[config.mk]
export PLATFORM = sky130hd
export DESIGN_NAME = mac_frame_sched_flat
export DESIGN_NICKNAME = d
export VERILOG_FILES = /design/src/rtl/mac_frame_sched_if.sv /design/src/rtl/mac_frame_sched.sv /design/src/flat_wrapper.sv
export SDC_FILE = /design/constraint.sdc
export NUM_CORES = 1
export LEC_CHECK = 0
export ABC_CLOCK_PERIOD_IN_PS = 11000
export CORE_AREA = 2 2 232 234
export DETAILED_ROUTE_END_ITERATION = 7
export DIE_AREA = 0 0 234 236
export HOLD_SLACK_MARGIN = 0.03
export PLACE_DENSITY = 0.49
export SETUP_SLACK_MARGIN = 0.02
export SLEW_MARGIN = 20
export SYNTH_ARGS = -nofsm -noshare
export SYNTH_HDL_FRONTEND = slang
export SYNTH_SLANG_ARGS = --single-unit
[constraint.sdc]
create_clock -name clk -period 11 [get_ports clk]
set_input_delay 1.1 -clock clk [delete_from_list [all_inputs] [get_ports clk]]
set_output_delay 1.1 -clock clk [all_outputs]
set_load 0.03 [all_outputs]
[src/rtl/mac_frame_sched_if.sv]
// Bus bundle between the MAC frame sequencer and its environment: frame control,
// operand buffer read port, MAC operand/result lanes and the downstream result handshake.
interface mac_frame_sched_if #(
    parameter int LANES = 5,
    parameter int DW    = 16,
    parameter int ACCW  = 36,
    parameter int KW    = 8,
    parameter int AW    = 10
);
    logic                  start;
    logic [KW-1:0]         k_len;
    logic [AW-1:0]         base_addr;
    logic                  busy;
    logic                  err;

    logic                  op_rd;
    logic [AW-1:0]         op_addr;
    logic [LANES*DW-1:0]   op_a;
    logic [DW-1:0]         op_b;

    logic                  mac_sof;
    logic                  mac_en;
    logic [LANES*DW-1:0]   mac_A;
    logic [DW-1:0]         mac_B;
    logic [LANES*ACCW-1:0] mac_C;
    logic [LANES-1:0]      mac_valid;

    logic [LANES*ACCW-1:0] res_data;
    logic                  res_valid;
    logic                  res_ready;

    // Sequencer side
    modport master (
        input  start, k_len, base_addr, op_a, op_b, mac_C, mac_valid, res_ready,
        output busy, err, op_rd, op_addr, mac_sof, mac_en, mac_A, mac_B, res_data, res_valid
    );

    // Environment side: controller, operand buffer, MAC array and result sink
    modport slave (
        output start, k_len, base_addr, op_a, op_b, mac_C, mac_valid, res_ready,
        input  busy, err, op_rd, op_addr, mac_sof, mac_en, mac_A, mac_B, res_data, res_valid
    );
endinterface

[src/rtl/mac_frame_sched.sv]
// Frame sequencer for the multi-lane MAC: streams K operand terms from the operand buffer
// into the MAC, waits for all lanes, captures the accumulators and hands them downstream.
module mac_frame_sched #(
    parameter int LANES = 5,
    parameter int DW    = 16,
    parameter int ACCW  = 36,
    parameter int KW    = 8,
    parameter int AW    = 10,
    parameter int TMO   = 64
) (
    input logic               clk,
    input logic               rst,
    mac_frame_sched_if.master bus
);
    localparam int TW = $clog2(TMO);

    typedef enum logic [1:0] {
        IDLE,
        RUN,
        WAIT,
        OUT
    } state_t;

    state_t                state;
    logic                  busy_q;
    logic                  err_q;
    logic                  rd_q;
    logic [AW-1:0]         addr_q;
    logic [KW-1:0]         rem;
    logic                  rd_d;
    logic                  sof_pend;
    logic                  sof_q;
    logic                  en_q;
    logic [LANES*DW-1:0]   a_q;
    logic [DW-1:0]         b_q;
    logic [TW-1:0]         tmo_cnt;
    logic [LANES*ACCW-1:0] res_q;
    logic                  res_valid_q;
    logic                  pipe_idle;

    // The last term has left the operand pipe once neither the read echo nor mac_en is
    // high; before that, mac_valid may still describe the previous frame.
    assign pipe_idle = !rd_d && !en_q;

    always_ff @(posedge clk or posedge rst) begin
        // NOTE: all state here uses non-blocking assignment so every register samples
        // the pre-edge values, independent of statement order.
        if (rst) begin
            state       <= IDLE;
            busy_q      <= 1'b0;
            err_q       <= 1'b0;
            rd_q        <= 1'b0;
            addr_q      <= '0;
            rem         <= '0;
            rd_d        <= 1'b0;
            sof_pend    <= 1'b0;
            sof_q       <= 1'b0;
            en_q        <= 1'b0;
            // NOTE: the datapath registers are reset too, because the outputs they drive
            // must read zero out of reset rather than hold stale operands.
            a_q         <= '0;
            b_q         <= '0;
            tmo_cnt     <= '0;
            res_q       <= '0;
            res_valid_q <= 1'b0;
        end else begin
            // Operand pipe: data returns the cycle after a read and is registered once more.
            rd_d <= rd_q;
            if (rd_d) begin
                a_q      <= bus.op_a;
                b_q      <= bus.op_b;
                en_q     <= 1'b1;
                sof_q    <= sof_pend;
                sof_pend <= 1'b0;
            end else begin
                en_q  <= 1'b0;
                sof_q <= 1'b0;
            end

            case (state)
                IDLE: begin
                    if (bus.start && (bus.k_len != '0)) begin
                        err_q    <= 1'b0;
                        busy_q   <= 1'b1;
                        rd_q     <= 1'b1;
                        addr_q   <= bus.base_addr;
                        rem      <= bus.k_len - KW'(1);
                        sof_pend <= 1'b1;
                        state    <= RUN;
                    end
                end

                RUN: begin
                    if (rem != '0) begin
                        addr_q <= addr_q + AW'(1);
                        rem    <= rem - KW'(1);
                    end else begin
                        rd_q    <= 1'b0;
                        tmo_cnt <= '0;
                        state   <= WAIT;
                    end
                end

                WAIT: begin
                    if (pipe_idle && (&bus.mac_valid)) begin
                        res_q       <= bus.mac_C;
                        res_valid_q <= 1'b1;
                        state       <= OUT;
                    end else if (tmo_cnt == TW'(TMO - 1)) begin
                        err_q  <= 1'b1;
                        busy_q <= 1'b0;
                        state  <= IDLE;
                    end else begin
                        tmo_cnt <= tmo_cnt + TW'(1);
                    end
                end

                OUT: begin
                    if (bus.res_ready) begin
                        res_valid_q <= 1'b0;
                        busy_q      <= 1'b0;
                        state       <= IDLE;
                    end
                end

                default: state <= IDLE;
            endcase
        end
    end

    assign bus.busy      = busy_q;
    assign bus.err       = err_q;
    assign bus.op_rd     = rd_q;
    assign bus.op_addr   = addr_q;
    assign bus.mac_sof   = sof_q;
    assign bus.mac_en    = en_q;
    assign bus.mac_A     = a_q;
    assign bus.mac_B     = b_q;
    assign bus.res_data  = res_q;
    assign bus.res_valid = res_valid_q;
endmodule
[src/flat_wrapper.sv]
// flat-port wrapper written by rule: the top's interface ports become plain ports
module mac_frame_sched_flat 
#(
    parameter int LANES = 5,
    parameter int DW    = 16,
    parameter int ACCW  = 36,
    parameter int KW    = 8,
    parameter int AW    = 10,
    parameter int TMO   = 64
)
  (clk, rst, bus_start, bus_k_len, bus_base_addr, bus_op_a, bus_op_b, bus_mac_C, bus_mac_valid, bus_res_ready, bus_busy, bus_err, bus_op_rd, bus_op_addr, bus_mac_sof, bus_mac_en, bus_mac_A, bus_mac_B, bus_res_data, bus_res_valid);
  mac_frame_sched_if #(.LANES(LANES), .DW(DW), .ACCW(ACCW), .KW(KW), .AW(AW)) bus_i ();
  input logic clk;
  input logic rst;
  input wire logic [$bits(bus_i.start)-1:0] bus_start;
  input wire logic [$bits(bus_i.k_len)-1:0] bus_k_len;
  input wire logic [$bits(bus_i.base_addr)-1:0] bus_base_addr;
  input wire logic [$bits(bus_i.op_a)-1:0] bus_op_a;
  input wire logic [$bits(bus_i.op_b)-1:0] bus_op_b;
  input wire logic [$bits(bus_i.mac_C)-1:0] bus_mac_C;
  input wire logic [$bits(bus_i.mac_valid)-1:0] bus_mac_valid;
  input wire logic [$bits(bus_i.res_ready)-1:0] bus_res_ready;
  output wire logic [$bits(bus_i.busy)-1:0] bus_busy;
  output wire logic [$bits(bus_i.err)-1:0] bus_err;
  output wire logic [$bits(bus_i.op_rd)-1:0] bus_op_rd;
  output wire logic [$bits(bus_i.op_addr)-1:0] bus_op_addr;
  output wire logic [$bits(bus_i.mac_sof)-1:0] bus_mac_sof;
  output wire logic [$bits(bus_i.mac_en)-1:0] bus_mac_en;
  output wire logic [$bits(bus_i.mac_A)-1:0] bus_mac_A;
  output wire logic [$bits(bus_i.mac_B)-1:0] bus_mac_B;
  output wire logic [$bits(bus_i.res_data)-1:0] bus_res_data;
  output wire logic [$bits(bus_i.res_valid)-1:0] bus_res_valid;
  assign bus_i.start = bus_start;
  assign bus_i.k_len = bus_k_len;
  assign bus_i.base_addr = bus_base_addr;
  assign bus_i.op_a = bus_op_a;
  assign bus_i.op_b = bus_op_b;
  assign bus_i.mac_C = bus_mac_C;
  assign bus_i.mac_valid = bus_mac_valid;
  assign bus_i.res_ready = bus_res_ready;
  assign bus_busy = bus_i.busy;
  assign bus_err = bus_i.err;
  assign bus_op_rd = bus_i.op_rd;
  assign bus_op_addr = bus_i.op_addr;
  assign bus_mac_sof = bus_i.mac_sof;
  assign bus_mac_en = bus_i.mac_en;
  assign bus_mac_A = bus_i.mac_A;
  assign bus_mac_B = bus_i.mac_B;
  assign bus_res_data = bus_i.res_data;
  assign bus_res_valid = bus_i.res_valid;
  mac_frame_sched #(.LANES(LANES), .DW(DW), .ACCW(ACCW), .KW(KW), .AW(AW), .TMO(TMO)) u_core (.clk(clk), .rst(rst), .bus(bus_i));
endmodule
* Word-level counts from Yosys, hierarchy flattened
Cells that the tools add are included.
Storage, ports and cells: bits in registers 310, input bits 303, output and inout port bits 292, logic and storage cells 88
Cells by class: $add $sub $neg 4, equal/unequal tests 13, mux-type cells 34, reduce and logical (&&, ||, !) cells 22
Operators with widths (count):
- $mux 10 | 2
- $pmux 10 s2 | 1
- $mux 6 | 3
- $mux 8 | 2
- $pmux 8 s2 | 1
- $reduce_bool 8->1 | 2
- $sub 8x1->8 const B | 2
- $mux 1 | 14
- $pmux 6 s2 | 1
- $reduce_and 4->1 | 3
- $add 10x1->10 const B | 1
- $mux 2 | 5
- $reduce_and 5->1 | 2
- $reduce_and 3->1 | 3
- $ne 2x1->1 const B | 4
- $ne 2x2->1 const B | 4
- $pmux 2 s4 | 1
- $reduce_bool 2->1 | 4
- $add 6x1->6 const B | 1
- $eq 6x6->1 const B | 1
- $pmux 1 s2 | 3
- $eq 2x2->1 const B | 2
- $logic_and 1x1->1 | 3
- $ne 3x1->1 const B | 1
- 6 further kinds | 7

* Depth between registers and ports, before layout
Gate-level depths: netlist of the first run.
depth after elaboration 5, gate-level depth with buffers 10, gate-level depth less buffers 8

* Least setup slack after synthesis of the first run
No wires, ideal clock.
kind in2reg, from in bus_k_len[0], to reg u_core.rem[6], library setup time 0.130 ns, data arrival time 2.481 ns, data required time 10.870 ns, path slack 8.390 ns, stages 7, buffers on the path 0, path through mux2i_1 > ha_1 > inv_1 > a211oi_1 > nand3_1 > a2111oi_2 > nor3_1
On the way: cells in the longest elaborated chain, start to end 4, elaborated cells on any way between the ends 7, classes of those cells add/sub: 1; eq/ne: 1; mux: 2; reduce/logical: 3
RTL lines:
- start: declaration | line flat_wrapper.sv:16 | input wire logic [$bits(bus_i.k_len)-1:0] bus_k_len;
- parallel branches: the longest is 4 deep, another holds $sub 8x1->8
- end signal: assignment | line mac_frame_sched.sv:87 | rem <= bus.k_len - KW'(1);
- end signal: assignment | line mac_frame_sched.sv:96 | rem <= rem - KW'(1);
- end: declaration | line mac_frame_sched.sv:29 | logic [KW-1:0] rem;
Parallel ways; which one is timed is not known. The select of a mux whose other input is x is not followed. A chain may end at the register's enable or synchronous reset.

* Worst setup path after layout of the first run
from reg u_core.state[1], to reg u_core.rem[6]
On the way: cells in the longest elaborated chain, start to end 3, elaborated cells on any way between the ends 7, classes of those cells eq/ne: 3; mux: 1; reduce/logical: 3
RTL lines:
- start: declaration | line mac_frame_sched.sv:24 | state_t state;
- start signal: assignment | line mac_frame_sched.sv:49 | state <= IDLE;
- start signal: assignment | line mac_frame_sched.sv:89 | state <= RUN;
- start signal: assignment | line mac_frame_sched.sv:100 | state <= WAIT;
- $eq 2x1->1 or $logic_not 2->1 (tied branches) | line mac_frame_sched.sv:80 | case (state)
- $ne 2x1->1 (no line) or $reduce_bool 2->1 (tied branches)
- $reduce_and 3->1 (no line)
Parallel ways exist; a longest one is shown, timed or not.

==> results of run 1 <==
## power groups by stage
stage	Sequential [uW]	Clock, uW	Combinational, uW
2_1_floorplan	1390	0	269
3_3_place_gp	1320	0	629
3_5_place_dp	1320	0	633
4_1_cts	1300	1320	633
5_1_grt	1310	1370	683
6_report	1300	1270	625
## metal layers
metal / part of all wire [%] / up-vias / wire length, microns / global-route usage (%)
li1: - / 4111 / - / -
met1: 37 / 4439 / 15410 / 16.27
met2: 52 / 316 / 21450 / 25.65
met3: 9.1 / 49 / 3773 / 5.355
met4: 1.7 / 4 / 711 / 3.644
met5: 0.065 / - / 27 / 0
## through the flow
stage | setup slack (ns) | hold WS [ns] | total power, uW | std cells | cell area (sq um)
after floorplan | 1.327 | 0.3519 | 1660 | 817 | 12270
after global placement | 7.536 | 0.4378 | 1948 | 2070 | 18880
after detailed placement | 7.531 | 0.4339 | 1952 | 2070 | 18880
after CTS | 8.001 | 0.4465 | 3260 | 2139 | 20150
after global routing | 7.707 | 0.4470 | 3369 | 2142 | 20160
final | 7.992 | 0.4318 | 3196 | 2142 | 20160
## final timing paths
path	slack, ns	cells past startpoint	to	start
min in group asynchronous	1.10	2	u_core.bus.res_data[120]	rst
max	7.99	9	u_core.rem[6]	u_core.state[1]
min	0.43	0	u_core.rd_d	u_core.bus.op_rd
min reg2reg	0.43	0	u_core.rd_d	u_core.bus.op_rd
max in group asynchronous	8.44	3	u_core.bus.op_addr[9]	rst
max reg2reg	7.99	9	u_core.rem[6]	u_core.state[1]
## critical path: stages, from the launching register on
cell and delay (ns):
dfrtp_1 0.57, nand2b_1 0.16, buf_4 0.30, mux2i_1 0.47, ha_1 0.32, inv_1 0.08, a211oi_1 0.33, nand3_1 0.19
a2111oi_2 0.37, nor3_1 0.08
## registers in the layout (all words and copies together) (netlist names)
register	cells
u_core.bus.mac_en	1
u_core.bus.op_rd	1
u_core.bus.mac_A	80
u_core.bus.mac_sof	1
u_core.sof_pend	1
u_core.tmo_cnt	6
u_core.rem	8
u_core.bus.busy	1
u_core.bus.op_addr	10
u_core.bus.res_data	180
u_core.bus.res_valid	1
u_core.bus.err	1
u_core.bus.mac_B	16
u_core.rd_d	1
u_core.state	2
## area by class of cell
cell class | count | area, sq um | share of cell area, %
Clock inverter | 6 | 72.57 | 0.3600
Inverter | 6 | 30.03 | 0.1489
Clock buffer | 63 | 1197 | 5.939
Timing Repair Buffer | 600 | 6020 | 29.86
Sequential cell | 310 | 7761 | 38.50
Multi-Input combinational cell | 458 | 4202 | 20.84
Tap cell | 696 | 870.8 | 4.319
Antenna cell | 3 | 7.507 | 0.03724
## placed cells by master, fill, tap and decap left out, drive strengths merged, types with 3 or more instances in the layout
master,synthesis,layout
nand3,12,12
buf,26,6
nand2,27,27
nand2b,3,3
o21ai,12,12
ha,3,3
and3,3,3
or3,3,3
nor2b,3,3
nor3,5,5
clkbuf,17,63
a21oi,19,19
a31oi,6,6
a211oi,6,6
a21o,4,4
clkinv,0,3
o31ai,3,3
mux2,278,278
nor2,26,26
mux2i,4,4
diode,0,3
o22ai,4,4
nor4,3,3
and2,4,4
dfrtp,310,310
clkdlybuf4s50,0,594
inv,6,7
## logic make-up after synthesis
| family | count (synthesis) | share of synthesized area (%) |
|---|---|---|
| AO/OA/AOI/OAI | 72 | 3.875 |
| XOR/XNOR | 2 | 0.1428 |
| adder cells (fa/ha/maj) | 3 | 0.3060 |
| buffers and inverters | 49 | 2.549 |
| flip-flops | 310 | 63.23 |
| multiplexers | 282 | 25.84 |
| AND/OR/NAND/NOR | 99 | 4.059 |
## synthesized netlist by cell type (4+ instances only)
library cell  instances
buf_2                10
inv_1                 6
buf_6                15
o21ai_0              10
and2_1                4
a31oi_1               6
nand2_1              27
dfrtp_1             310
a211oi_1              6
clkbuf_1             17
mux2i_1               4
nor2_1               26
mux2_1              137
nor3_1                4
a21o_1                4
a21oi_1              19
nand3_1              12
o22ai_1               4
mux2_2              141
==> flow_summary.ini, run 1 <==
[clocking]
cts.sinks = 310
post_cts_resized = 0
postCtsSetupRepairBufs = 0
cts_buffers = 39
ctsHoldBuffers = 0
cts.path.max_buffers = 3
cts-root-buf = clkbuf_16
clkSlewWorstSetupHoldPaths_ns = 0.05
htree_num_levels = 2
clock_latency_ns = 0.55
cts_tree = yes

[layout]
nets = 1721
areaGrowthSynthToFinish_pct = 64.32
drive_gt1_share_pct = 14.83
fin_util_pct = 37.99
fillers = 5079

[setup_path]
cp_max_fo = 27
required_ns = 11.41
endpoint_kind = flip-flop
critPathKind = reg2reg
start_kind = flip-flop
critical_path_arrival_ns = 3.41

[sta]
fin_crit_sh_pct = 27.35
fin_tns_setup_ns = 0
fmax_mhz = 332.4
fin_crit_ns = 3.008
max_slew.worst_pin.slew_ns = 1.018
hold_violations = 0
slew_viol_final = 0
setup_violations = 0
skew_ns = 0.02050
rsz0062_at_grt = false
max-slew-margin-rel_pct = 31.83

[global_routing]
grt_first_pass_wirelength_microns = 60050
antenna_found_initial = 5
grt_pass1_vias = 9229
grt_max_degree = 147
overflow = 0
track_usage_pct = 14.48

[synth]
syn_area_per_cell_sq_um = 15.02
async_reset_ff_share_pct = 100.0
netlist.area_leader.share_pct = 63.23
syn_inst = 817
synth_edf_count = 0
synth_warnings = 0
yosysSeqAreaShare_pct = 63.23
yosys_register_bits = 310
syn-cell-area_sq_um = 12270
synth-main-ff-cell = dfrtp_1
synth_nets = 1123
synthTopCellsByArea = dfrtp_1 63%, mux2_2 13%, mux2_1 13%
yosys.area.top_type = dfrtp_1
ys_types = 49

[detailed_routing]
drt-pass1-iter-count = 4
wl_per_cell_microns = 19.32
drt-total-wl_microns = 41380
drc_errors = 0
drt_first_iter_violations = 397
route.vias.total = 8919
via_per_inst = 4.164
ant_nets = 0

[worst_hold_path]
hp-class = reg2reg

[pwr]
p_int_uw = 2288
swShare_pct = 28.40
irDropWorstVdd_mv = 0.1134
power.share.sequential_pct = 40.8
power_switching_uw = 907.8
p_leak_uw = 0.008891
combPwrFrac_pct = 19.6
power.density_nw_per_um2 = 158.5
power_frac_clock_pct = 39.6

[run]
cap_viol_max_count = 0

[floorplanning]
die_w_microns = 234
ios = 595
placementRows = 85
die-area_sq_um = 55220
initial_core_util_pct = 23.12
core-area_sq_um = 53070
dieHeight_microns = 236

[outcome]
status = completed

[place]
gp_congestion = 0.8019
hpwl_microns = 30850
port-buffer-count = 594
(Power assumes the default switching activity.)
==> run 2: changes to the inputs <==
- ABC_CLOCK_PERIOD_IN_PS: 11000 -> 2780
- clock period: 11 -> 2.78 ns (I/O delays scaled with it)
==> run 2 against run 1 <==
Against the previous run:
- first-iteration DRC count decreased by 28%
- routed wire length increased by 1.5%
- non-clock buffer count increased by 20
- via count increased by 1.5%
- worst hold slack got worse by 0.15 ns
- critical path type unchanged
==> flow_summary.ini, run 2 (synthesis gave the netlist of run 1 again) <==
[outcome]
status = completed

[layout]
regArea_sq_um = 7761
largest_register_ffs = 180
drive_gt1_share_pct = 16.31
most-common-layout-cells = 594 x clkdlybuf4s50_1, 309 x dfrtp_1, 141 x mux2_2, 137 x mux2_1, 41 x clkbuf_16
fillers = 5085
fin_cells = 2163
nets = 1742
areaGrowthSynthToFinish_pct = 66.38
final_common_cell = clkdlybuf4s50_1
multi_input_area_sq_um = 4202

[run]
cap_viol_max_count = 0

[sta]
hold_violations = 0
skew_ns = 0.02579
fin_crit_sh_pct = 86.55
setup_violations = 0
fmax_mhz = 415.6
max_slew.worst_pin.slew_ns = 0.9412
fin_crit_ns = 2.406
rsz0062_at_grt = false
holdWs_ns = 0.2770
slew_viol_final = 0
max-slew-margin-rel_pct = 37.26

[pwr]
irDropWorstVdd_mv = 0.5506
power.density_nw_per_um2 = 629.8
p_leak_uw = 0.009023

[floorplanning]
die-area_sq_um = 55220
ios = 595
placementRows = 85
initial_core_util_pct = 23.12
core-area_sq_um = 53070
die_w_microns = 234
dieHeight_microns = 236

[clocking]
post_cts_resized = 0
clkSlewWorstSetupHoldPaths_ns = 0.06
postCtsSetupRepairBufs = 0
cts.sinks = 310
clock_latency_ns = 0.56
cts_buffers = 40
htree_num_levels = 2
cts.path.max_buffers = 3
cts_tree = yes
cts-root-buf = clkbuf_16
ctsHoldBuffers = 0

[detailed_routing]
via_per_inst = 4.185
drt_first_iter_violations = 285
drc_errors = 0
route.vias.total = 9052
drt-total-wl_microns = 42010
wl_per_cell_microns = 19.42
ant_nets = 0
drt-pass1-iter-count = 4

[setup_path]
r2r_cells = 8
r2r_end = u_core.rem[6]
required_ns = 3.20
endpoint_kind = flip-flop
start_kind = flip-flop
critical_path_arrival_ns = 2.83
critPathKind = reg2reg
slowest_stage = a211oi_1
cp_max_fo = 5
r2r-start = u_core.state[1]
max_stage_delay_ns = 0.43
crit_chain = nand2b_1 -> mux2i_1 -> ha_1 -> inv_1 -> a211oi_1 -> nand3_1 -> a2111oi_2 -> nor3_1
regToRegSetupSlack_ns = 0.37

[global_routing]
antenna_found_initial = 5
grt_first_pass_wirelength_microns = 61170
grt_max_degree = 106
overflow = 0
track_usage_pct = 14.79
grt_pass1_vias = 9444

[place]
port-buffer-count = 594
dp_cells = 2090
gp_congestion = 0.7803
hpwl_microns = 32080

[worst_hold_path]
hp-class = in2async
## run 2: final cells by class
| cell class | instances | area share, % |
|---|---|---|
| Clock buffer | 56 | 5.596 |
| Inverter | 6 | 0.1287 |
| Tap cell | 696 | 4.266 |
| Multi-Input combinational cell | 458 | 20.58 |
| Antenna cell | 2 | 0.02452 |
| Sequential cell | 310 | 38.02 |
| Timing Repair Buffer | 620 | 30.57 |
| Clock inverter | 15 | 0.8091 |
## run 2: power breakdown
| part | leakage, uW | switching, uW | internal [uW] | total, uW |
|---|---|---|---|---|
| registers | 0.00401 | 268 | 4840 | 5100 |
| logic | 0.00437 | 1360 | 1250 | 2610 |
| clock network | 0.000638 | 2000 | 3140 | 5150 |
## run 2: metal layers
layer  part of all wire, %  routed length, microns  vias up  global-route usage [%]
met5                 0.064                      27        -                       0
met4                   3.1                    1293        4                   5.332
met3                   7.2                    3004       70                   4.304
met2                    53                   22140      304                   26.92
met1                    37                   15550     4502                   16.07
li1                      -                       -     4172                       -
## run 2: worst max-delay path by stage
stage | startpoint | depth (start not counted) | endpoint
final | u_core.state[1] | 8 | u_core.rem[6]
after global routing | u_core.state[1] | 8 | u_core.rem[6]
after CTS | u_core.state[1] | 8 | u_core.rem[6]
after detailed placement | bus_k_len[2] | 6 | u_core.rem[7]
after global placement | bus_k_len[5] | 6 | u_core.rem[7]
after floorplan | rst | 1 | u_core.bus.busy
## run 2: through the flow
step           instance area (sq um)  setup slack [ns]  setup TNS [ns]  utilization (%)  total power, uW
3_3_place_gp                   19100            0.2518               0            35.99             7764
2_1_floorplan                  12270            -1.625         -503.73                -             6571
4_1_cts                        20410            0.4522               0            38.46            13110
6_report                       20410            0.3738               0            38.47            12860
3_5_place_dp                   19100            0.2085               0            35.99             7802
5_1_grt                        20410            0.1793               0            38.46            13530
## run 2: worst max-delay path, delay by kind of cell, from the launching register on
family	cells	cell delay [ns]
fa+ha+maj	1	0.29
mux	1	0.24
compound gates	2	0.79
flops	1	0.37
buf+inv	1	0.09
simple gates	3	0.52
